<file path="config.mk">
export PLATFORM = sky130hd
export DESIGN_NAME = bcd_counter
export DESIGN_NICKNAME = d
export VERILOG_FILES = /design/src/rtl/bcd_pkg.sv /design/src/rtl/bcd_digit.sv /design/src/rtl/bcd_counter.sv
export SDC_FILE = /design/constraint.sdc
export NUM_CORES = 1
export LEC_CHECK = 0
export ABC_AREA = 1
export CAP_MARGIN = 20
export CORE_AREA = 2 2 39 41
export DETAILED_ROUTE_END_ITERATION = 12
export DIE_AREA = 0 0 41 43
export GPL_ROUTABILITY_DRIVEN = 0
export GPL_TIMING_DRIVEN = 0
export HOLD_SLACK_MARGIN = 0.15
export PLACE_DENSITY = 0.62
export SYNTH_ARGS = -nofsm -noshare
export SYNTH_HDL_FRONTEND = slang
export SYNTH_SLANG_ARGS = --single-unit
</file>
<file path="constraint.sdc">
create_clock -name CLK -period 1.05 [get_ports CLK]
set_input_delay 0.105 -clock CLK [delete_from_list [all_inputs] [get_ports CLK]]
set_output_delay 0.105 -clock CLK [all_outputs]
set_load 0.02 [all_outputs]
</file>
<file path="src/rtl/bcd_pkg.sv">
// rtl/bcd_pkg.sv - shared BCD digit constants and helper functions
//
// Purpose: common definitions for the cascadable BCD decade counter.
//   BCD_W   - width of one decimal digit
//   BCD_MAX - largest legal BCD value (9)
//   is_nine - true when a nibble is exactly 9 (only 9 may carry)
//   bcd_inc - next value of a digit selected to increment; 9 and the
//             illegal codes 10..15 all return to 0
package bcd_pkg;

  localparam int          BCD_W   = 4;
  localparam logic [3:0]  BCD_MAX = 4'd9;

  function automatic logic is_nine(input logic [BCD_W-1:0] nibble);
    return (nibble == BCD_MAX);
  endfunction

  function automatic logic [BCD_W-1:0] bcd_inc(input logic [BCD_W-1:0] nibble);
    // Illegal codes recover to 0 on their first count rather than
    // stepping through 11..15.
    if (nibble >= BCD_MAX) begin
      return '0;
    end
    return nibble + 4'd1;
  endfunction

endpackage

</file>
<file path="src/rtl/bcd_digit.sv">
// rtl/bcd_digit.sv - one registered BCD decade digit with load and increment
//
// Purpose: a single decimal digit of the counter.
// Ports:
//   CLK    in   clock, rising edge
//   CLR_n  in   asynchronous active-low clear
//   load   in   synchronous parallel load (active high), beats inc_en
//   d      in   [3:0] load data
//   inc_en in   increment this digit on the next edge
//   q      out  [3:0] digit state
//   is9    out  digit currently holds exactly 9
module bcd_digit
  import bcd_pkg::*;
(
  input  logic             CLK,
  input  logic             CLR_n,
  input  logic             load,
  input  logic [BCD_W-1:0] d,
  input  logic             inc_en,
  output logic [BCD_W-1:0] q,
  output logic             is9
);

  always_ff @(posedge CLK or negedge CLR_n) begin
    if (!CLR_n) begin
      q <= '0;
    end else if (load) begin
      q <= d;
    end else if (inc_en) begin
      q <= bcd_inc(q);
    end
  end

  assign is9 = is_nine(q);

endmodule

</file>
<file path="src/rtl/bcd_counter.sv">
// rtl/bcd_counter.sv - cascadable multi-digit BCD decade counter (74LS160 style)
//
// Purpose: DIGITS-digit synchronous decimal counter with parallel load,
// dual count enables and a combinational ripple-carry output.
// Ports:
//   CLK    in   clock, rising edge
//   CLR_n  in   asynchronous active-low clear (Q = 0 at once)
//   LOAD_n in   synchronous active-low parallel load, beats counting
//   ENP    in   count enable P (gates counting only)
//   ENT    in   count enable T (gates counting and RCO)
//   D_in   in   [4*DIGITS-1:0] load data, digit k at [4k+3:4k]
//   Q      out  [4*DIGITS-1:0] counter state, same packing
//   RCO    out  ENT & every digit == 9, combinational
// DIGITS is intended for the range 1..4.
module bcd_counter
  import bcd_pkg::*;
#(
  parameter int DIGITS = 1
) (
  input  logic                      CLK,
  input  logic                      CLR_n,
  input  logic                      LOAD_n,
  input  logic                      ENP,
  input  logic                      ENT,
  input  logic [BCD_W*DIGITS-1:0]   D_in,
  output logic [BCD_W*DIGITS-1:0]   Q,
  output logic                      RCO
);

  logic [DIGITS-1:0] is9;
  // all9_below[k] is high when digits 0..k-1 are all exactly 9; it is
  // the carry into digit k. Index DIGITS covers the whole counter.
  logic [DIGITS:0]   all9_below;
  logic              count_en;

  assign count_en      = ENP & ENT;
  assign all9_below[0] = 1'b1;

  for (genvar k = 0; k < DIGITS; k++) begin : g_digit
    assign all9_below[k+1] = all9_below[k] & is9[k];

    bcd_digit u_digit (
      .CLK    (CLK),
      .CLR_n  (CLR_n),
      .load   (~LOAD_n),
      .d      (D_in[BCD_W*k +: BCD_W]),
      .inc_en (count_en & all9_below[k]),
      .q      (Q[BCD_W*k +: BCD_W]),
      .is9    (is9[k])
    );
  end

  // ENP deliberately does not gate RCO so a cascade can pause on ENP
  // while the carry chain still reflects the all-nines state.
  assign RCO = ENT & all9_below[DIGITS];

endmodule

</file>
==> Yosys cells after proc, flatten, opt, wreduce, memory -nomap -nowiden <==
Cells that the tools add are included.
{ "word_totals": {"reg_bits": 4, "latch_bits": 0, "ramBits": 0, "rom_bits": 0, "in_bits": 9, "output_inout_bits": 5, "elab_cells": 14, "memories": 0} }
{ "op_classes": {"n_addsub": 1, "n_mul": 0, "n_div": 0, "magnitude_cmp": 1, "n_eq_ne": 2, "shift": 0, "mux": 7, "bitwise_logic": 2, "n_reduce_logical": 0} }
{ "op_table": {"columns": ["op", "n"], "rows": [
  ["$mux W4", 4],
  ["$add A4 B1 Y4 const B", 1],
  ["$eq A4 B4 Y1 const B", 1],
  ["$ge A4 B4 Y1 const B", 1],
  ["$mux W1", 3],
  ["$and A1 B1 Y1", 2],
  ["$ne A2 B1 Y1 const B", 1]
]} }

==> Logic depth before layout (Yosys ltp) <==
{ "depth": {"ltp_word": 7, "depth_mapped": 7, "depth_no_buf": 7} }

==> Hierarchy <==
Synthesis repeated with hierarchy kept, for this count alone.
{ "hier_totals": {"hier_cells": 41, "hier_area_um2": 301.5} }
{ "by_module_without_submodules": {"columns": ["mod", "n_inst", "cells_per_inst", "area_per_inst_um2", "seq_area_each_um2"], "rows": [
  ["bcd_digit", 1, 36, 282.8, 100.1],
  ["bcd_counter", 1, 5, 18.8, 0.0]
]} }

==> Least setup slack after synthesis <==
Ideal clock, no wire load.
{ "synth_timing": {"path_type": "register to register", "startpoint": "reg g_digit[0].u_digit.q[0]", "endpoint": "reg g_digit[0].u_digit.q[0]", "setup_time_ns": 0.117, "arrival_time_ns": 1.101, "required_time_ns": 0.933, "setup_slack_ns": -0.168, "path_stages_with_launch": 7, "n_path_buf": 0, "period_less_slack_ns": 1.218, "cell_sequence": "dfrtp_1 inv_1 ha_1 a21oi_2 nor2_2 nand2_1 nand2_1"} }
{ "synth_between": {"elab_chain_len": 7, "word_cells_on_any_way": 8, "cone_classes": "add/sub (1); order compare (1); mux (6)"} }
{ "synth_rtl": {"columns": ["item", "line_no", "source"], "rows": [
  ["from (decl)", "bcd_digit.sv:20", "output logic [BCD_W-1:0] q,"],
  ["from (signal assigned)", "bcd_digit.sv:30", "q <= bcd_inc(q);"],
  ["$ge A4 B4 Y1", "bcd_pkg.sv:21", "if (nibble >= BCD_MAX) begin"],
  ["$mux W1", "bcd_pkg.sv:21", null],
  ["$mux W1", "bcd_digit.sv:29", "end else if (inc_en) begin"],
  ["$mux W1", "bcd_digit.sv:27", "end else if (load) begin"],
  ["$mux W4 *", "bcd_pkg.sv:24", "return nibble + 4'd1;"],
  ["$mux W4 *", "bcd_digit.sv:29", null],
  ["$mux W4 *", "bcd_digit.sv:27", null]
]} }
Mark *: on every way between the ends. The rest lies on a longest branch, timed or not. The select of a mux whose other input is x is not followed.
A chain may end at the register's enable or synchronous reset.

==> Worst setup path in the final report <==
{ "layout_timing": {"startpoint": "reg g_digit[0].u_digit.q[1]", "endpoint": "out RCO"} }
{ "layout_between": {"elab_chain_len": 2} }
{ "layout_rtl": {"columns": ["item", "line_no", "source"], "rows": [
  ["$eq A4 B4 Y1", "bcd_pkg.sv:15", "return (nibble == BCD_MAX);"],
  ["$and A1 B1 Y1", "bcd_counter.sv:55", "assign RCO = ENT & all9_below[DIGITS];"],
  ["to (decl)", "bcd_counter.sv:27", "output logic RCO"]
]} }
No other way between the ends.

==> reports/summary.txt <==
status: complete, but fails checks
failing checks: setup timing
antenna-violating nets left: 0
Peak VDD IR: 0.8510 mV
fin crit share: 113.5%
post-layout util: 41.95%
worst hold path class: in2reg
core area: 0.001384 mm2
Starting Density: 22.51%
CP top delay family: flip-flops
n_diodes: 0
Crit. End Element: output pin
mapped cell area: 311.5 um2
PwrDens: 1139 mW/mm2
via count: 358
Die Span Y: 43 um
Clock Path Buffers: 2
area fraction of the dominant cell type after synthesis: 32.13%
Rel. slew slack: 86.68%
Global Route Usage Sum: 11.36%
root buf cell: clkbuf_4
Syn. warnings: 0
CP bufs+invs: 2
Max Cap Viol: 0
DRC Markers: 0
library cells used by synthesis: 14
Area Overhead vs Synth: 86.35%
Syn Nets: 58
Critical Path RT: 0.94 ns
DR WL/cell: 9.000 um
cell accounting for the most synthesized area: dfrtp_1
first-pass GRT wire length: 1.366 mm
CTS tree: yes
Slew @ Worst Pin: 0.1991 ns
top flop regs: g_digit.u_digit.q x4
fin area: 580.6 um2
unrepaired setup endpoints after global routing: yes
post-layout instance count excluding filler cells: 84
H-tree depth: 1
GRT overflow: 0
Placed Area: 509.2 um2
Startpoint Class: register
vias in the first global route: 367
sequential fraction of the synthesis area: 32.13%
I/O pin cnt: 14
Area contributors post-synth: dfrtp_1, nand2_1, ha_1, inv_1, o21ai_0
Final Setup Violations: 8
final WL: 756 um
min cycle time layout: 1.192 ns
fraction of layout cells with a size suffix above 1: 33.82%
Worst EP arrival: 1.09 ns
drt pass-1 iters: 4
DP Worst Slack: -0.4527 ns
I/O Buffers: 13
clk_skew: 0.001408 ns
FMAX: 838.8 MHz
max reg flops: 4
largest net degree at the start of global routing: 6
crit path max fanout: 2
post-synthesis register bit count: 4
Via density: 4.262
Final Hold Vio Count: 0
Clock Pin Slew Worst Setup and Hold Paths: 0.04 ns
final critical-path setup slack: -0.1422 ns
Die Wd: 41 um
post-synthesis cell count: 46
row cnt: 14
CTS buffer count: 3
initial antenna violation count: 0
crit-path cells: inv_4 > ha_4 > nand2_4 > nor2_4 > buf_6
# nets final: 81
static leakage: 0.2825 nW
critical path type: reg2out
Syn Area/Cell: 6.773 um2
Die ar.: 0.001763 mm2
Post-DP HPWL: 586.8 um
Top reg by flops: g_digit.u_digit.q
CP max-delay cell: dfrtp_2
slowest stage delay, CP: 0.41 ns
setup TNS: -0.6591 ns
clock sink count: 4
max-slew violation count: 0
dpl cells: 75
initial DRC count: 2
later-pin clock latency in the skew report: 0.24 ns
per-stage QoR:
step	total power, W	hold WS [ns]
2_1_floorplan	0.0003293	-0.1906
3_3_place_gp	0.0004179	0.3222
6_report	0.0006610	0.5246
5_1_grt	0.0007214	0.5614
3_5_place_dp	0.0004229	0.3301
4_1_cts	0.0006771	0.5319
kinds of logic (layout without fill, tap and decap cells):
kind of cell | count (synthesis) | in the layout | share of synthesized area [%]
compound gates | 5 | 5 | 9.238
xor+xnor | 1 | 1 | 2.812
fa+ha+maj | 3 | 3 | 12.05
buf+inv | 10 | 32 | 12.05
flops | 4 | 4 | 32.13
simple gates | 23 | 23 | 31.73
layer usage:
| metal | share of wire (%) | GRT usage [%] | wire, um |
|---|---|---|---|
| met1 | 40 | 10.97 | 306 |
| met2 | 53 | 20.00 | 398 |
| met3 | 6.6 | 6.283 | 50 |
| met4 | 0 | 2.000 | 0 |
| met5 | 0 | 0 | 0 |
cell usage after synthesis:
cell,count
a21oi_2,1
nor2_1,1
ha_1,3
dfrtp_1,4
nand3_2,1
o21ai_0,4
nand4_1,1
clkinv_1,1
nand2_1,18
inv_2,1
inv_1,8
nor2_2,1
nand3_1,1
xor2_1,1
layout by cell type (no fill, tap or decap), drive strengths merged:
cell type and n:
a21oi 1, buf 7, clkbuf 4, clkdlybuf4s50 8, clkinv 1, dfrtp 4
dlygate4sd2 2, dlygate4sd3 1, ha 3, inv 9, nand2 18, nand3 2
nand4 1, nor2 2, o21ai 4, xor2 1
worst reg2reg max path: stages (launching register included):
cell and delay (ns):
dfrtp_2 0.40, buf_4 0.13, inv_4 0.04, ha_4 0.15
a21oi_4 0.16, nor2_4 0.06, nand2_1 0.06, nand2_1 0.06
final cells by class:
cell class	count	area, um2
Inverter	10	42.54
Fill cell	145	803.3
Clock buffer	4	26.28
Tap cell	16	20.02
Sequential cell	4	103.9
Multi-Input combinational cell	32	226.5
Timing Repair Buffer	18	161.4
what timing repair did:
item,CTS,global route
pin swaps,3,0
hold buffers,1,0
hold endpoints to repair,4,0
buffers inserted,4,0
endpoints found under the setup margin,9,9
gates resized for setup,20,1
report_power, final:
group	switching, W	internal, W	leakage [nW]
logic	0.000125	0.000121	0.222
registers	0.0000252	0.000175	0.0455
clock network	0.0000711	0.000143	0.0150
worst paths after layout:
path	startpoint	endpoint	slack, ns	depth (start not counted)
max reg2reg	g_digit[0].u_digit.q[0]	g_digit[0].u_digit.q[0]	-0.11	7
min	D_in[3]	g_digit[0].u_digit.q[3]	0.52	5
max	g_digit[0].u_digit.q[1]	RCO	-0.14	5
min in group asynchronous	CLR_n	g_digit[0].u_digit.q[0]	0.62	2
max in group asynchronous	CLR_n	g_digit[0].u_digit.q[2]	0.24	2
min reg2reg	g_digit[0].u_digit.q[2]	g_digit[0].u_digit.q[2]	0.61	3
Power figures use the tool's default switching activity.
